$ cat src/rtl/uart_word_io_pkg.sv
// Shared types and default sizing for the UART word I/O unit.
package uart_word_io_pkg;

    typedef enum logic [1:0] {
        IDLE  = 2'd0,
        SEND  = 2'd1,
        GUARD = 2'd2
    } tx_state_t;

    localparam int DEF_WORD_BYTES     = 4;
    localparam int DEF_RX_DEPTH       = 8;
    localparam int DEF_TX_DEPTH       = 8;
    localparam int DEF_TIMEOUT_CYCLES = 1000000;

endpackage

$ cat src/rtl/uart_word_io_sync_fifo.sv
// Single-clock FIFO with combinational head read and occupancy count.
// Push acceptance looks only at the registered count, so a same-cycle pop never frees a slot.
module sync_fifo
    import uart_word_io_pkg::*;
#(
    parameter int WIDTH = 8 * DEF_WORD_BYTES,
    parameter int DEPTH = DEF_RX_DEPTH
) (
    input  logic                     clk,
    input  logic                     rst_n,
    input  logic                     push_i,
    input  logic [WIDTH-1:0]         push_data_i,
    input  logic                     pop_i,
    output logic [WIDTH-1:0]         head_o,
    output logic                     full_o,
    output logic                     empty_o,
    output logic [$clog2(DEPTH):0]   count_o
);
    localparam int AW = $clog2(DEPTH);
    localparam logic [AW:0] DEPTH_C = (AW + 1)'(DEPTH);

    logic [WIDTH-1:0] mem_q [DEPTH];
    logic [AW-1:0]    wr_ptr_q, rd_ptr_q;
    logic [AW:0]      count_q, count_d;
    logic             do_push, do_pop;

    assign full_o  = (count_q == DEPTH_C);
    assign empty_o = (count_q == '0);
    assign do_push = push_i & ~full_o;
    assign do_pop  = pop_i & ~empty_o;
    assign head_o  = mem_q[rd_ptr_q];
    assign count_o = count_q;

    always_comb begin
        count_d = count_q;
        if (do_push && !do_pop) begin
            count_d = count_q + 1'b1;
        end else if (do_pop && !do_push) begin
            count_d = count_q - 1'b1;
        end
    end

    always_ff @(posedge clk or negedge rst_n) begin
        if (!rst_n) begin
            wr_ptr_q <= '0;
            rd_ptr_q <= '0;
            count_q  <= '0;
        end else begin
            count_q <= count_d;
            if (do_push) wr_ptr_q <= wr_ptr_q + 1'b1;
            if (do_pop)  rd_ptr_q <= rd_ptr_q + 1'b1;
        end
    end

    // Storage carries no reset; empty_o qualifies every use of head_o.
    always_ff @(posedge clk) begin
        if (do_push) mem_q[wr_ptr_q] <= push_data_i;
    end

endmodule

$ cat src/rtl/uart_word_io.sv
// UART word I/O: packs RX bytes big-endian into words, serialises TX words MSB byte first.
// Define UART_WORD_IO_TIMEOUT_EN to discard a partial RX word after TIMEOUT_CYCLES idle cycles.
module uart_word_io
    import uart_word_io_pkg::*;
#(
    parameter int WORD_BYTES     = DEF_WORD_BYTES,
    parameter int RX_DEPTH       = DEF_RX_DEPTH,
    parameter int TX_DEPTH       = DEF_TX_DEPTH,
    parameter int TIMEOUT_CYCLES = DEF_TIMEOUT_CYCLES
) (
    input  logic                        CLK,
    input  logic                        reset_n,
    input  logic [7:0]                  rx_byte,
    input  logic                        rx_byte_valid,
    output logic [7:0]                  tx_byte,
    output logic                        tx_byte_enable,
    input  logic                        tx_ready,
    input  logic                        rd_req,
    output logic [8*WORD_BYTES-1:0]     rd_data,
    output logic                        rd_valid,
    input  logic                        wr_req,
    input  logic [8*WORD_BYTES-1:0]     wr_data,
    output logic                        wr_full,
    output logic                        stall,
    output logic                        rx_overflow,
    input  logic                        err_clear,
    output logic [$clog2(RX_DEPTH):0]   rx_count,
    output logic [$clog2(TX_DEPTH):0]   tx_count
);
    localparam int W   = 8 * WORD_BYTES;
    localparam int BCW = (WORD_BYTES > 1) ? $clog2(WORD_BYTES) : 1;
    localparam int LW  = $clog2(WORD_BYTES + 1);
    localparam logic [BCW-1:0] LAST_BYTE = BCW'(WORD_BYTES - 1);

    if (RX_DEPTH < 2 || TX_DEPTH < 2 || (RX_DEPTH & (RX_DEPTH - 1)) != 0 ||
        (TX_DEPTH & (TX_DEPTH - 1)) != 0 || TIMEOUT_CYCLES < 1) begin : g_bad_params
        $error("uart_word_io: depths must be powers of two >= 2 and TIMEOUT_CYCLES >= 1");
    end

    // ---------------- RX assembler ----------------
    logic [BCW-1:0] byte_cnt_q, byte_cnt_d;
    logic [W-1:0]   shift_q, shift_d, rx_word, rx_head;
    logic           rx_overflow_q, rx_overflow_d;
    logic           rx_last, rx_full, rx_empty;

    assign rx_last = rx_byte_valid && (byte_cnt_q == LAST_BYTE);
    assign rx_word = (shift_q << 8) | W'(rx_byte);

`ifdef UART_WORD_IO_TIMEOUT_EN
    localparam int IW = $clog2(TIMEOUT_CYCLES + 1);
    localparam logic [IW-1:0] IDLE_MAX = IW'(TIMEOUT_CYCLES);
    logic [IW-1:0] idle_q, idle_d;
    logic          rx_timeout;

    assign rx_timeout = (byte_cnt_q != '0) && (idle_q == IDLE_MAX);

    always_comb begin
        idle_d = idle_q;
        if (rx_byte_valid) begin
            idle_d = '0;
        end else if (idle_q != IDLE_MAX) begin
            idle_d = idle_q + 1'b1;
        end
    end

    always_ff @(posedge CLK or negedge reset_n) begin
        if (!reset_n) idle_q <= '0;
        else          idle_q <= idle_d;
    end
`endif

    always_comb begin
        byte_cnt_d = byte_cnt_q;
        shift_d    = shift_q;
        if (rx_byte_valid) begin
            shift_d    = rx_word;
            byte_cnt_d = rx_last ? '0 : byte_cnt_q + 1'b1;
        end
`ifdef UART_WORD_IO_TIMEOUT_EN
        else if (rx_timeout) begin
            byte_cnt_d = '0;
        end
`endif
    end

    // A completed word that finds the FIFO full sets the flag; setting wins over clearing.
    always_comb begin
        rx_overflow_d = rx_overflow_q;
        if (rx_last && rx_full) begin
            rx_overflow_d = 1'b1;
        end else if (err_clear) begin
            rx_overflow_d = 1'b0;
        end
    end

    always_ff @(posedge CLK or negedge reset_n) begin
        if (!reset_n) begin
            byte_cnt_q    <= '0;
            shift_q       <= '0;
            rx_overflow_q <= 1'b0;
        end else begin
            byte_cnt_q    <= byte_cnt_d;
            shift_q       <= shift_d;
            rx_overflow_q <= rx_overflow_d;
        end
    end

    sync_fifo #(.WIDTH(W), .DEPTH(RX_DEPTH)) u_rx_fifo (
        .clk         (CLK),
        .rst_n       (reset_n),
        .push_i      (rx_last),
        .push_data_i (rx_word),
        .pop_i       (rd_req),
        .head_o      (rx_head),
        .full_o      (rx_full),
        .empty_o     (rx_empty),
        .count_o     (rx_count)
    );

    assign rd_valid    = ~rx_empty;
    assign rd_data     = rx_empty ? '0 : rx_head;
    assign rx_overflow = rx_overflow_q;

    // ---------------- TX serialiser ----------------
    tx_state_t      state_q, state_d;
    logic [W-1:0]   tx_word_q, tx_word_d, tx_head;
    logic [LW-1:0]  tx_left_q, tx_left_d;
    logic [7:0]     tx_byte_q, tx_byte_d;
    logic           tx_en_q, tx_en_d, tx_pop, tx_full, tx_empty;

    sync_fifo #(.WIDTH(W), .DEPTH(TX_DEPTH)) u_tx_fifo (
        .clk         (CLK),
        .rst_n       (reset_n),
        .push_i      (wr_req),
        .push_data_i (wr_data),
        .pop_i       (tx_pop),
        .head_o      (tx_head),
        .full_o      (tx_full),
        .empty_o     (tx_empty),
        .count_o     (tx_count)
    );

    always_ff @(posedge CLK or negedge reset_n) begin
        if (!reset_n) state_q <= IDLE;
        else          state_q <= state_d;
    end

    // GUARD lasts one cycle so the sender's stale ready is never taken as a second grant.
    always_comb begin
        state_d = state_q;
        unique case (state_q)
            IDLE:    if (!tx_empty) state_d = SEND;
            SEND:    if (tx_ready)  state_d = GUARD;
            GUARD:   state_d = (tx_left_q != '0) ? SEND : IDLE;
            default: state_d = IDLE;
        endcase
    end

    always_comb begin
        tx_word_d = tx_word_q;
        tx_left_d = tx_left_q;
        tx_byte_d = tx_byte_q;
        tx_en_d   = 1'b0;
        tx_pop    = 1'b0;
        case (state_q)
            IDLE: if (!tx_empty) begin
                tx_pop    = 1'b1;
                tx_word_d = tx_head;
                tx_left_d = LW'(WORD_BYTES);
            end
            SEND: if (tx_ready) begin
                tx_byte_d = tx_word_q[W-1 -: 8];
                tx_en_d   = 1'b1;
                tx_word_d = tx_word_q << 8;
                tx_left_d = tx_left_q - 1'b1;
            end
            default: ;
        endcase
    end

    always_ff @(posedge CLK or negedge reset_n) begin
        if (!reset_n) begin
            tx_word_q <= '0;
            tx_left_q <= '0;
            tx_byte_q <= '0;
            tx_en_q   <= 1'b0;
        end else begin
            tx_word_q <= tx_word_d;
            tx_left_q <= tx_left_d;
            tx_byte_q <= tx_byte_d;
            tx_en_q   <= tx_en_d;
        end
    end

    assign tx_byte        = tx_byte_q;
    assign tx_byte_enable = tx_en_q;
    assign wr_full        = tx_full;
    assign stall          = (rd_req & ~rd_valid) | (wr_req & wr_full);

endmodule

$ cat config.mk
export PLATFORM = sky130hd
export DESIGN_NAME = uart_word_io
export DESIGN_NICKNAME = d
export VERILOG_FILES = /design/src/rtl/uart_word_io_pkg.sv /design/src/rtl/uart_word_io_sync_fifo.sv /design/src/rtl/uart_word_io.sv
export SDC_FILE = /design/constraint.sdc
export NUM_CORES = 1
export LEC_CHECK = 0
export ABC_AREA = 1
export BUFFER_PORTS_ARGS = -buffer_cell sky130_fd_sc_hd__buf_2
export CORE_MARGIN = 10
export CORE_UTILIZATION = 55
export CTS_CLUSTER_DIAMETER = 120
export CTS_CLUSTER_SIZE = 16
export DETAILED_ROUTE_END_ITERATION = 8
export HOLD_SLACK_MARGIN = 0.12
export PLACE_DENSITY = 0.77
export SLEW_MARGIN = 25
export SYNTH_ARGS = -nofsm -noshare
export SYNTH_HDL_FRONTEND = slang
export SYNTH_HIERARCHICAL = 1
export SYNTH_SLANG_ARGS = --single-unit
$ cat constraint.sdc
create_clock -name CLK -period 5 [get_ports CLK]
set_clock_uncertainty 0.15 [all_clocks]
set_input_delay 0.5 -clock CLK [delete_from_list [all_inputs] [get_ports CLK]]
set_output_delay 0.5 -clock CLK [all_outputs]
set_load 0.005 [all_outputs]
; ---- After elaboration in Yosys (flattened, before gate mapping)
; Memories as Yosys holds them, arrays and structs flattened.
; Index checks and enable logic that the tools add are counted.
; W data, S select, Z words.
[classes]
n_addsub = 10
n_eq_ne = 7
n_mux = 26
bitwise_logic = 12
n_reduce_logical = 21
[ops]
columns = op, count
row1 = $mux W32, 3
row2 = $pmux W32 S2, 1
row3 = $or A32 B8 Y32, 1
row4 = $mux W4, 4
row5 = $add A3 B1 Y3 const B, 4
row6 = $mux W1, 11
row7 = $add A4 B1 Y4 const B, 2
row8 = $eq A4 B4 Y1 const B, 2
row9 = $logic_not A4 Y1, 2
row10 = $reduce_bool A2 Y1, 4
row11 = $sub A4 B1 Y4 const B, 2
row12 = $and A1 B1 Y1, 6
row13 = $logic_and A1 B1 Y1, 6
row14 = $mux W2, 3
row15 = $mux W3, 2
row16 = $pmux W2 S3, 1
row17 = $pmux W3 S2, 1
row18 = $eq A2 B2 Y1 const B, 2
row19 = $logic_not A1 Y1, 4
row20 = $ne A2 B2 Y1 const B, 2
row21 = $not A1 Y1, 4
row22 = $reduce_and A2 Y1, 2
row23 = $reduce_and A3 Y1, 1
row24 = $reduce_bool A3 Y1, 1
row25 = other kinds (5), 5
[totals]
register_bits = 93
ramBits = 512
word_cells = 92
memories = 2
[memory_table]
columns = name, depth, word_bits, rd, rd_clocked_by_memory_dff, write_ports, line_no
row1 = u_rx_fifo.mem_q, 8, 32, 1, 0, 1, uart_word_io_sync_fifo.sv:22  ; logic [WIDTH-1:0] mem_q [DEPTH];
row2 = u_tx_fifo.mem_q, 8, 32, 1, 0, 1, uart_word_io_sync_fifo.sv:22

; ---- Longest topological paths before layout
[logic_depth]
word_depth = 7
depth_mapped = 16
ltp_nobuf = 15

; ---- Modules after synthesis
; Netlist, hierarchy kept.
[modules_own_cells]
columns = module, instances, cells_per_inst, area_each_um2, seq_area_each_um2
row1 = sync_fifo, 2, 929, 10790.3, 7937.6
row2 = uart_word_io, 1, 444, 3539.6, 1826.8

; ---- Least setup slack after synthesis
; No wires, ideal clock.
[synth_path]
path_type = input-to-reg
start = input rx_byte_valid
end = memory u_rx_fifo/mem_q[0][0] in the netlist's numbering, enable pin
setup_time_ps = 421
t_arrival_ps = 2672
slack_ps = 1757
cell_stages = 8
n_path_buf = 2
cell_sequence = buf_2 -> buf_2 -> nand2_1 -> inv_1 -> nand2_1 -> inv_1 -> nand2_1 -> nor2_1
[synth_via]
elab_chain_cells = 4
[synth_rtl]
columns = element, line_no
row1 = from (decl), uart_word_io.sv:14  ; input logic rx_byte_valid,
row2 = $logic_and A1 B1 Y1, uart_word_io.sv:46  ; assign rx_last = rx_byte_valid && (byte_cnt_q == LAST_BYTE);
row3 = net rx_last, uart_word_io.sv:44  ; logic rx_last, rx_full, rx_empty;
row4 = $and A1 B1 Y1, uart_word_io_sync_fifo.sv:29  ; assign do_push = push_i & ~full_o;
row5 = net u_rx_fifo.do_push, uart_word_io_sync_fifo.sv:25  ; logic do_push, do_pop;
row6 = $mux W1, uart_word_io_sync_fifo.sv:57  ; if (do_push) mem_q[wr_ptr_q] <= push_data_i;
row7 = $mux W1 (implied by the code), uart_word_io_sync_fifo.sv:57
row8 = to (decl), uart_word_io_sync_fifo.sv:22
; The timed path passes the listed nets, and every way through them passes these cells.

; ---- Worst setup path after layout
[layout_path]
start = register u_rx_fifo.rd_ptr_q[0]
end = output rd_data[17]
[layout_via]
elab_chain_cells = 2
[layout_rtl]
columns = element, line_no
row1 = from (decl), uart_word_io_sync_fifo.sv:23  ; logic [AW-1:0] wr_ptr_q, rd_ptr_q;
row2 = from (signal assigned), uart_word_io_sync_fifo.sv:51  ; if (do_pop) rd_ptr_q <= rd_ptr_q + 1'b1;
row3 = $mem_v2 Z8 W32, --
row4 = net rx_head[17], uart_word_io.sv:42  ; logic [W-1:0] shift_q, shift_d, rx_word, rx_head;
row5 = $mux W32, uart_word_io.sv:121  ; assign rd_data = rx_empty ? '0 : rx_head;
row6 = to (decl), uart_word_io.sv:19  ; output logic [8*WORD_BYTES-1:0] rd_data,
; The timed path passes the listed nets, and every way through them passes these cells.

==> results by group <==
Logic synthesis
  • Post-synth top area share: 61.20%
  • Synth async-reset ratio: 15.37%
  • Synth Area in Simple Gates: 17.96%
  • Post-Synthesis Cells: 2,302
  • Biggest area consumer among synthesized cells: edfxtp_1
  • Synthesized area per cell: 10.91 sq um
  • Post-synthesis xor/xnor area fraction: 0.3487%
  • Mapped Area: 25,120 sq um
  • Number of synthesized register bits: 605
  • Count leader, synth: nand2_1
  • Area share of fa/ha/maj cells after synthesis: 0.8069%
  • Synth Flop Type: edfxtp_1
  • Post-synthesis mux area share: 0.4034%
  • Largest family of logic cells by synthesized area: simple AND/OR/NAND/NOR gates
  • List of most frequent post-synthesis cells: nand2_1 (712), edfxtp_1 (512), nor2_1 (384)
  • Post-synth EDFFs: 512
  • Complex-gate fraction of the synthesized area: 5.803%
  • Top cells by area in the synthesized netlist: edfxtp_1 (61%), nand2_1 (11%), dfrtp_1 (9.3%)
  • Synth warn: 6
  • Net Count, Synth: 2,364
  • Synth cell types: 28
  • Seq/Total Area, Yosys: 70.47%

Die
  • Initial Util: 55.47%
  • # rows: 78
  • Num ports: 100
  • Die area: 54,620 sq um
  • Core Region: 45,280 sq um
  • Die height: 233.7 um
  • Die X: 233.7 um

Layout
  • FILL cells: 3,454
  • Area of the multi-input gates: 6480 sq um
  • Share of layout cells above drive strength 1: 9.110%
  • Register Area: 17,710 sq um
  • Layout area overhead: 11.23%
  • Number of nets in the layout: 2,466

Critical path
  • Worst-path fanout max: 59
  • Critical path arrival: 3.53 ns
  • Startpoint type of the worst setup path: flop
  • Critical path, cell by cell: clkinv_2 > buf_4 > o21ai_0 > nand2_1 > nand2_1 > nand2_1 > inv_1 > nor2_1 > buf_2
  • Worst Setup Path Type: flop to output port
  • Worst R2R Path Depth: 14
  • CP endpoint kind: output port
  • RR Endpoint: u_tx_fifo/count_o[3]
  • Worst reg2reg path startpoint: u_tx_fifo/count_o[0]
  • Cell family with most CP delay: buffers and inverters
  • Reg2reg setup slack: 1.60 ns
  • Most frequent CP cell: nand2_1
  • Crit path required time: 4.35 ns
  • Crit-path max cell delay: 0.81 ns
  • CP bufs+invs: 4
  • CP max-delay cell: clkinv_2

Placed design
  • Worst slack, placed: 1.462 ns
  • DP HPWL: 32.19 mm
  • Port Buffers: 99
  • GP Congestion: 0.8076

Worst hold path
  • Hold_sp: wr_req
  • Min-Delay Path Class: input port to flop
  • Worst Hold End: u_tx_fifo/wr_ptr_q[0]
  • WHS Path Cells: 4

CTS
  • CTS Buf Count: 43
  • H-tree levels: 2
  • CTS Hold Bufs: 43
  • CTS clk-pin slew, worst paths: 0.07 ns
  • Post-CTS setup buffer count: 0
  • CTS max path bufs: 3
  • # clock sinks: 605
  • Root Buffer: clkbuf_16
  • Post-CTS Resized: 0
  • TritonCTS clock tree: built
  • Clock latency on the worst-skew pair: 0.60 ns

Global route
  • GR Layer Usage met1: 25.63%
  • Largest net degree at the start of global routing: 86
  • Vias in the first global route: 16,530
  • Met3 Use GR: 3.421%
  • GRT Overall Usage: 20.47%
  • Initial antenna violation count: 3
  • Met2 layer usage reported by global route: 35.78%
  • First-pass GRT wire length: 88.49 mm
  • Gr busiest metal: met2
  • Grt total ovfl: 0

Power and ir drop
  • Total power: 15.73 mW
  • LEAKAGE: 11.09 nW
  • Flop pwr share: 42.5%
  • Clk pwr share: 20.9%
  • Worst VDD drop: 0.0003829 V
  • Combinational Power Share: 36.6%
  • Sw Share: 38.47%
  • Int Power: 9.679 mW
  • Pwr dens: 563.0 nW/um^2
  • Psw: 6.053 mW

STA
  • Least-Margin Pin Slew: 0.9096 ns
  • Final setup violation count: 0
  • Fin Setup TNS: 0 ns
  • Final min period: 4.182 ns
  • Fmax: 0.2391 GHz
  • Setup ws final: 0.8176 ns
  • Slew Limit Fails: 0
  • Final hold vios: 0
  • Tcrit/Tclk final: 83.65%
  • Final Hold Slack: 0.1400 ns
  • Slew HR: 39.36%
  • Unrepaired setup endpoints after global routing: no

Route
  • Initial DRC Count: 1,655
  • Vias per cell: 5.504
  • DRT Pass-1 Iters: 5
  • DRC: 0
  • Final ANT Viol Nets: 0
  • Via count: 16,730
  • WL per Instance: 18.42 um
  • Final wirelength: 55.98 mm

Flow run
  • Max-cap violations: 0

Status
  • Outcome: completed
## cell type report
| cell class | count | share of cell area, % |
|---|---|---|
| Antenna cell | 3 | 0.02687 |
| Tap cell | 600 | 2.687 |
| Timing Repair Buffer | 181 | 5.176 |
| Multi-Input combinational cell | 1494 | 23.19 |
| Inverter | 79 | 1.070 |
| Sequential cell | 605 | 63.39 |
| Clock buffer | 74 | 4.267 |
| Clock inverter | 4 | 0.1925 |
## worst max path at each step
| stage | slack (ns) | cells past startpoint | startpoint | to |
|---|---|---|---|---|
| 4_1_cts | 0.80 | 9 | u_rx_fifo/rd_ptr_q[0] | rd_data[17] |
| 6_report | 0.82 | 9 | u_rx_fifo/rd_ptr_q[0] | rd_data[17] |
| 5_1_grt | 0.57 | 9 | u_rx_fifo/rd_ptr_q[0] | rd_data[17] |
| 3_5_place_dp | 1.46 | 9 | u_rx_fifo/rd_ptr_q[0] | rd_data[17] |
| 2_1_floorplan | 1.76 | 8 | rx_byte_valid | u_rx_fifo/mem_q[0][0] |
| 3_3_place_gp | 1.57 | 11 | u_rx_fifo/rd_ptr_q[0] | rd_data[17] |
## sequential cells by signal, summed over array words and instances, names as in the netlist, 4 cells and up
name	count
u_tx_fifo/mem_q	256
tx_byte	8
shift_q	24
u_tx_fifo/count_o	4
tx_word_q	32
u_rx_fifo/count_o	4
u_rx_fifo/mem_q	256
## placed cells by master, fill, tap and decap left out, types with 3 or more instances in the layout
cell	count
a21oi_1	13
buf_16	10
buf_2	98
buf_4	28
clkbuf_1	31
clkbuf_16	43
clkinv_2	3
dfrtp_1	89
diode_2	3
dlygate4sd3_1	43
edfxtp_1	512
ha_1	13
inv_1	73
mux2_2	9
nand2_1	712
nand3_1	70
nor2_1	368
nor2_4	16
o21ai_0	215
o21ai_1	60
xnor2_1	8
## worst register-to-register path, cell delays in order, from the launching register on
cell and delay, ns:
dfrtp_1 0.45, nor2_1 0.18, nand3_1 0.16, inv_1 0.10, inv_1 0.05, nand2_2 0.56, inv_2 0.24, nand2_1 0.30
ha_1 0.22, inv_1 0.09, ha_1 0.34, a21oi_1 0.19, nand3_1 0.11, nand3_1 0.10, nand2_1 0.06
## layer usage
| layer | routed length, um | share of wire (%) |
|---|---|---|
| met4 | 1384 | 2.5 |
| met5 | 0 | 0 |
| met3 | 4037 | 7.2 |
| met2 | 28600 | 51 |
| met1 | 21960 | 39 |
## cell families (layout without fill, tap and decap cells)
logic type	Yosys count	after routing
other	0	3
buffers and inverters	203	338
adder cells (fa/ha/maj)	15	15
AO/OA/AOI/OAI	290	290
multiplexers	9	9
AND/OR/NAND/NOR	1170	1170
XOR/XNOR	10	10
flip-flops	605	605
## metrics by stage
step,instances,utilization (%),area (sq um)
after detailed placement,2916,57.99,26260
after CTS,3037,61.69,27930
after global placement,2904,57.29,25940
final,3040,61.70,27940
after global routing,3040,61.70,27940
after floorplan,2302,-,25120
## power by group through the flow
stage	Clock [mW]	Sequential (mW)	Combinational, mW
global route	3.54	6.75	6.50
detailed placement	0	6.79	5.67
CTS	3.35	6.68	5.74
finish	3.29	6.69	5.75
global placement	0	6.76	5.45
floorplan	0	6.59	4.20
Note: power is estimated with default switching activity, not from simulation.
